### src/rtl/fifo_wr_arbiter.sv
// Round-robin arbiter sharing one FIFO write port among NREQ producers,
// granting bursts of up to BURST words and stalling while the FIFO is full.
module fifo_wr_arbiter #(
    parameter int unsigned WIDTH = 16,
    parameter int unsigned NREQ  = 4,
    parameter int unsigned BURST = 4
) (
    input  logic                      clk,
    input  logic                      rst_,
    input  logic [NREQ-1:0]           req,
    input  logic [NREQ*WIDTH-1:0]     req_data,
    output logic [NREQ-1:0]           ack,
    input  logic                      fifo_full,
    output logic                      fifo_write,
    output logic [WIDTH-1:0]          fifo_data_in,
    output logic [$clog2(NREQ)-1:0]   owner,
    output logic                      busy
);

    localparam int unsigned OW = $clog2(NREQ);
    localparam int unsigned BW = $clog2(BURST + 1);

    typedef enum logic {IDLE, OWN} state_t;

    state_t         state;
    logic [OW-1:0]  last;
    logic [BW-1:0]  bcnt;

    logic [OW-1:0]  pick;
    logic [OW-1:0]  cand;
    logic           found;
    int unsigned    idx;

    // Search starts just past the previous owner so a releasing owner is served last.
    always_comb begin
        found = 1'b0;
        pick  = '0;
        cand  = '0;
        idx   = 0;
        for (int unsigned i = 1; i <= NREQ; i++) begin
            idx  = (32'(last) + i) % NREQ;
            cand = OW'(idx);
            if (!found && req[cand]) begin
                found = 1'b1;
                pick  = cand;
            end
        end
    end

    always_comb begin
        busy         = (state == OWN);
        fifo_write   = 1'b0;
        fifo_data_in = '0;
        ack          = '0;
        if (state == OWN) begin
            fifo_write   = req[owner] & ~fifo_full;
            fifo_data_in = req_data[owner*WIDTH +: WIDTH];
            ack          = fifo_write ? (NREQ'(1) << owner) : '0;
        end
    end

    always_ff @(posedge clk or negedge rst_) begin
        if (!rst_) begin
            state <= IDLE;
            owner <= '0;
            last  <= OW'(NREQ - 1);
            bcnt  <= '0;
        end else begin
            case (state)
                IDLE: begin
                    if (found) begin
                        owner <= pick;
                        bcnt  <= '0;
                        state <= OWN;
                    end
                end
                OWN: begin
                    // Withdrawal takes priority over a full stall.
                    if (!req[owner]) begin
                        state <= IDLE;
                        last  <= owner;
                    end else if (!fifo_full) begin
                        if (bcnt == BW'(BURST - 1)) begin
                            state <= IDLE;
                            last  <= owner;
                        end else begin
                            bcnt <= bcnt + BW'(1);
                        end
                    end
                end
                default: state <= IDLE;
            endcase
        end
    end

endmodule

### config.mk
export PLATFORM = sky130hd
export DESIGN_NAME = fifo_wr_arbiter
export DESIGN_NICKNAME = d
export VERILOG_FILES = /design/src/rtl/fifo_wr_arbiter.sv
export SDC_FILE = /design/constraint.sdc
export NUM_CORES = 1
export LEC_CHECK = 0
export CAP_MARGIN = 20
export CORE_ASPECT_RATIO = 1.25
export CORE_UTILIZATION = 35
export CTS_BUF_LIST = sky130_fd_sc_hd__clkbuf_4
export CTS_CLUSTER_SIZE = 28
export DETAILED_ROUTE_END_ITERATION = 12
export GPL_TIMING_DRIVEN = 1
export PLACE_DENSITY = 0.88
export SETUP_SLACK_MARGIN = 0.5
export SLEW_MARGIN = 10
export SYNTH_ARGS = -nofsm -noshare
export SYNTH_HDL_FRONTEND = slang
export SYNTH_SLANG_ARGS = --single-unit
export TNS_END_PERCENT = 5
### constraint.sdc
create_clock -name clk -period 3.8 [get_ports clk]
set_input_delay 0.57 -clock clk [delete_from_list [all_inputs] [get_ports clk]]
set_output_delay 0.57 -clock clk [all_outputs]
set_load 0.02 [all_outputs]
---- Yosys cells after proc, flatten, opt, wreduce, memory -nomap -nowiden ----
Cells that the tools add are included.
word-level totals
  output and inout port bits .............. 24
  bits in registers ....................... 8
  input port bits ......................... 71
  logic and storage cells ................. 70
operators by class
  add/subtract/negate cells ............... 5
  muxes and demuxes ....................... 35
  eq/ne operators ......................... 7
  bitwise operators ....................... 3
  shift operators ......................... 2
  reduce and logical (&&, ||, !) cells .... 9
  order comparisons ....................... 5
operators by type and width
  operator                                                               count
  64-bit by 7-bit variable part select with 16-bit output                1
  16-bit two-way mux                                                     1
  2-bit by 3-bit < comparator with 1-bit output, second input constant   5
  1-bit two-way mux                                                      14
  2-bit two-way mux                                                      7
  3-bit two-way mux                                                      4
  1-bit binary-select mux with 2-bit select                              5
  4-bit two-way mux                                                      2
  2-bit != test, second input constant                                   4
  3-bit one-hot mux with 2 select lines                                  1
  2-bit by 1-bit adder with 2-bit output, second input constant          2
  2-bit adder, second input constant                                     2
  2-bit by 1-bit != test with 1-bit output, second input constant        2
  4-bit AND reduction                                                    1
  1-bit by 2-bit left shift with 4-bit output, first input constant      1
  3-bit by 1-bit adder with 3-bit output, second input constant          1
  3-bit by 2-bit equality test with 1-bit output, second input constant  1
  1-bit logical AND                                                      3
  1-bit zero test                                                        3
  3-bit AND reduction                                                    1
  1-bit NOT                                                              2
  1-bit one-hot mux with 2 select lines                                  1
  2-bit AND reduction                                                    1
  1-bit bitwise AND                                                      1

---- Longest topological paths before layout ----
  depth after elaboration ................. 15
  gate-level depth with buffers ........... 6
  mapped depth without buffers ............ 6

---- Least setup slack after synthesis ----
No wires, ideal clock.
  kind .................................... flip-flop to output port
  from .................................... register owner[0]
  to ...................................... output port fifo_data_in[10]
  required time ........................... 3230 ps
  cell stages (with the launch flop) ...... 5
  path buffers ............................ 2
  data arrival time ....................... 1494 ps
  setup slack ............................. 1736 ps
  cell sequence ........................... dfrtp_1 -> buf_6 -> buf_6 -> mux4_2 -> and2_1
between the ends
  longest elaborated chain between the ends .. 2
ends and longest elaborated chain
  item                                                     RTL line  RTL
  start, declared                                          16        output logic [$clog2(NREQ)-1:0] owner,
  start signal, assigned                                   72        owner <= pick;
  64-bit by 7-bit variable part select with 16-bit output  57        fifo_data_in = req_data[owner*WIDTH +: WIDTH];
  16-bit two-way mux                                       55        if (state == OWN) begin
  end, declared                                            15        output logic [WIDTH-1:0] fifo_data_in,
Every way passes these cells.

---- Final worst setup path ----
  from .................................... register owner[0]
  to ...................................... output port fifo_data_in[6]
The elaborated chain is that of the path after synthesis.

==> results.json <==
{
  "cp.arrival_ps": 2440,
  "drcViolationCount": 0,
  "synth_compound_area_frac": 0.101,
  "via_count": 1216,
  "core_area_sq_mm": 0.00295,
  "fin_tns_setup_ps": 0,
  "path_buf_inv": 2,
  "critPathRequiredTime_ps": 3230,
  "yosysTopAreaCell": "mux4_2",
  "synthSimpleGateAreaFrac": 0.198,
  "max_stage_delay_ps": 730,
  "diodes": 0,
  "synth_warnings": 0,
  "synth_top_family_by_area": "multiplexers",
  "grt_max_degree": 26,
  "die_h_um": 64.3,
  "status": "complete, no violations",
  "synthXorXnorAreaFrac": 0,
  "synth.most_common_cell": "and2_1",
  "clkTransAtPathRegs_ps": 50,
  "wl_met1_mm": 1.53,
  "firstDrtPassIters": 4,
  "avgSynthCellArea_sq_um": 10.8,
  "synthCells": 101,
  "leakage_uw": 0.000790,
  "crit_family": "buffers and inverters",
  "ff2ff_path_depth": 4,
  "worstSetupEndpointType": "primary output",
  "synth_ff_type": "dfrtp_1",
  "drtIter0Drc": 35,
  "worst_pin_slew_ps": 624,
  "port_buffers": 94,
  "wl_met2_mm": 2.04,
  "cts_tree": "built",
  "design_area_sq_mm": 0.00206,
  "ioPinCount": 95,
  "area_growth_pct": 89.2,
  "power_density_mw_per_mm2": 619,
  "worst_setup_path_start_kind": "register",
  "synth_edf_count": 0,
  "clk_latency_ps": 270,
  "synthMuxAreaShare": 0.420,
  "synth-seq-cells": 8,
  "placed_area_sq_mm": 0.00202,
  "synthTopCellsByArea": "mux4_2 33%, dfrtp_1 14%, and2_1 9.8%",
  "wire_per_inst_um": 17.5,
  "syn_nets": 174,
  "fmax_mhz": 332,
  "hold_viol": 0,
  "period_share": 0.793,
  "cts_sinks": 8,
  "rows": 22,
  "start_util": 0.369,
  "grt_overflow": 0,
  "nFillCells": 223,
  "antenna_found_initial": 0,
  "slowest_stage": "dfrtp_1",
  "die_w_um": 51.9,
  "crit_chain": "buf_8, mux4_2, and2_1, clkdlybuf4s50_1",
  "path_depth": 4,
  "yosysSeqAreaShare": 0.186,
  "drv_cap": 0,
  "regArea_sq_um": 204,
  "grt_usage": 0.243,
  "vias_per_cell": 5.33,
  "fin_skew_ps": 3.43,
  "netlist_top_cells_count": "17 x and2_1, 16 x mux4_2, 9 x nand2_1",
  "drive_above_1_share": 0.146,
  "grt_pass1_wl_mm": 6.05,
  "ant_nets": 0,
  "grt_pass1_vias": 1252,
  "wirelength_mm": 3.99,
  "synth.distinct_cells": 29,
  "dp_hpwl_mm": 3.24,
  "dieArea_sq_mm": 0.00333,
  "nets": 267,
  "slew_violations": 0,
  "gp_congestion": 0.835,
  "hold-path-cell-count": 1,
  "postSynth.asyncResetShare": 1.00,
  "wl_met3_um": 308,
  "multiInputGateArea_sq_um": 807,
  "period_minus_slack_ps": 3010,
  "relSlewSlack": 0.584,
  "rsz0062_at_grt": "no",
  "highest_layer": "met4",
  "htreeDepth": 1,
  "path_max_fanout": 13,
  "synth_fa_ha_area_frac": 0.0230,
  "ir_worst_vdd_mv": 0.503,
  "syn-cell-area_sq_mm": 0.00109,
  "cts-root-buf": "clkbuf_4",
  "setup_viol": 0,
  "critPathKind": "reg2out",
  "clock_path_buffers": 2,
  "synth_top_area_share": 0.331,
  "min_path_type": "reg2reg",
  "cts_buffers": 3,
  "cts_hold_buf": 0
}
==> layout make-up <==
cell class / count / share of cell area
clock buffer: 3 / 0.0109
tap: 36 / 0.0219
inverter: 4 / 0.00730
multi-input combinational: 81 / 0.392
timing repair buffer: 96 / 0.468
sequential: 8 / 0.0991
==> kinds of logic after synthesis <==
kind of cell / after synthesis
AND/OR/NAND/NOR: 39
flip-flops: 8
adder cells (fa/ha/maj): 2
buffers and inverters: 12
AO/OA/AOI/OAI: 15
multiplexers: 25
==> routing by layer <==
metal  global-route usage  vias to the layer above
met5                    0                        -
met4               0.0980                        0
met3               0.0476                       10
met2                0.444                       69
met1                0.262                      579
li1                     -                      558
==> worst register-to-register path: stages (launching register included) <==
cell	delay, ps
dfrtp_2	700
mux2i_1	460
mux2i_1	160
nand3b_1	210
mux2i_1	230
==> power by group <==
group | switching (uW) | internal [uW] | leakage, uW
clock network | 33.5 | 36.4 | 0.0000138
logic | 371 | 575 | 0.000681
registers | 128 | 130 | 0.0000954
total | 533 | 741 | 0.000790
==> path summary, 6_finish.rpt <==
| check | startpoint | end | slack, ps |
|---|---|---|---|
| worst min register to register | bcnt[0]$_DFFE_PN0P_ | bcnt[0]$_DFFE_PN0P_ | 510 |
| worst max-delay path | owner[0]$_DFFE_PN0P_ | fifo_data_in[6] | 790 |
| min in group asynchronous | rst_ | bcnt[1]$_DFFE_PN0P_ | 580 |
| worst min-delay path | bcnt[0]$_DFFE_PN0P_ | bcnt[0]$_DFFE_PN0P_ | 510 |
| worst max register to register | owner[1]$_DFFE_PN0P_ | bcnt[0]$_DFFE_PN0P_ | 1960 |
| max in group asynchronous | rst_ | last[0]$_DFFE_PN1P_ | 2910 |
==> repair_timing <==
action                     CTS  global route
setup endpoints to repair    0             1
resized for setup            0             1
setup buffers                0             0
==> layout by cell type (no fill, tap or decap), drive strengths merged, types with 2 or more instances in the layout <==
master and count:
nand2b 3, mux4 16, nand2 9, and2 17, dfrtp 6, dfstp 2, a21oi 2, nor2b 2
mux2 2, buf 2, clkdlybuf4s50 94, clkbuf 3, nor3b 2, mux2i 7, inv 4, ha 2
nor2 4, o21ai 5
==> through the flow <==
step / power (uW) / hold WS [ps] / setup WS (ps) / std cells / utilization
2_1_floorplan: 855 / 274 / 1740 / 101 / -
3_3_place_gp: 1170 / 469 / 889 / 224 / 0.685
3_5_place_dp: 1200 / 515 / 858 / 224 / 0.685
4_1_cts: 1270 / 523 / 559 / 227 / 0.693
5_1_grt: 1370 / 564 / 639 / 228 / 0.698
6_report: 1270 / 514 / 786 / 228 / 0.698
==> registers in the layout, indices dropped and copies added (netlist names) <==
signal	count
bcnt	3
last	2
busy	1
owner	2
Note: power is estimated with default switching activity, not from simulation.
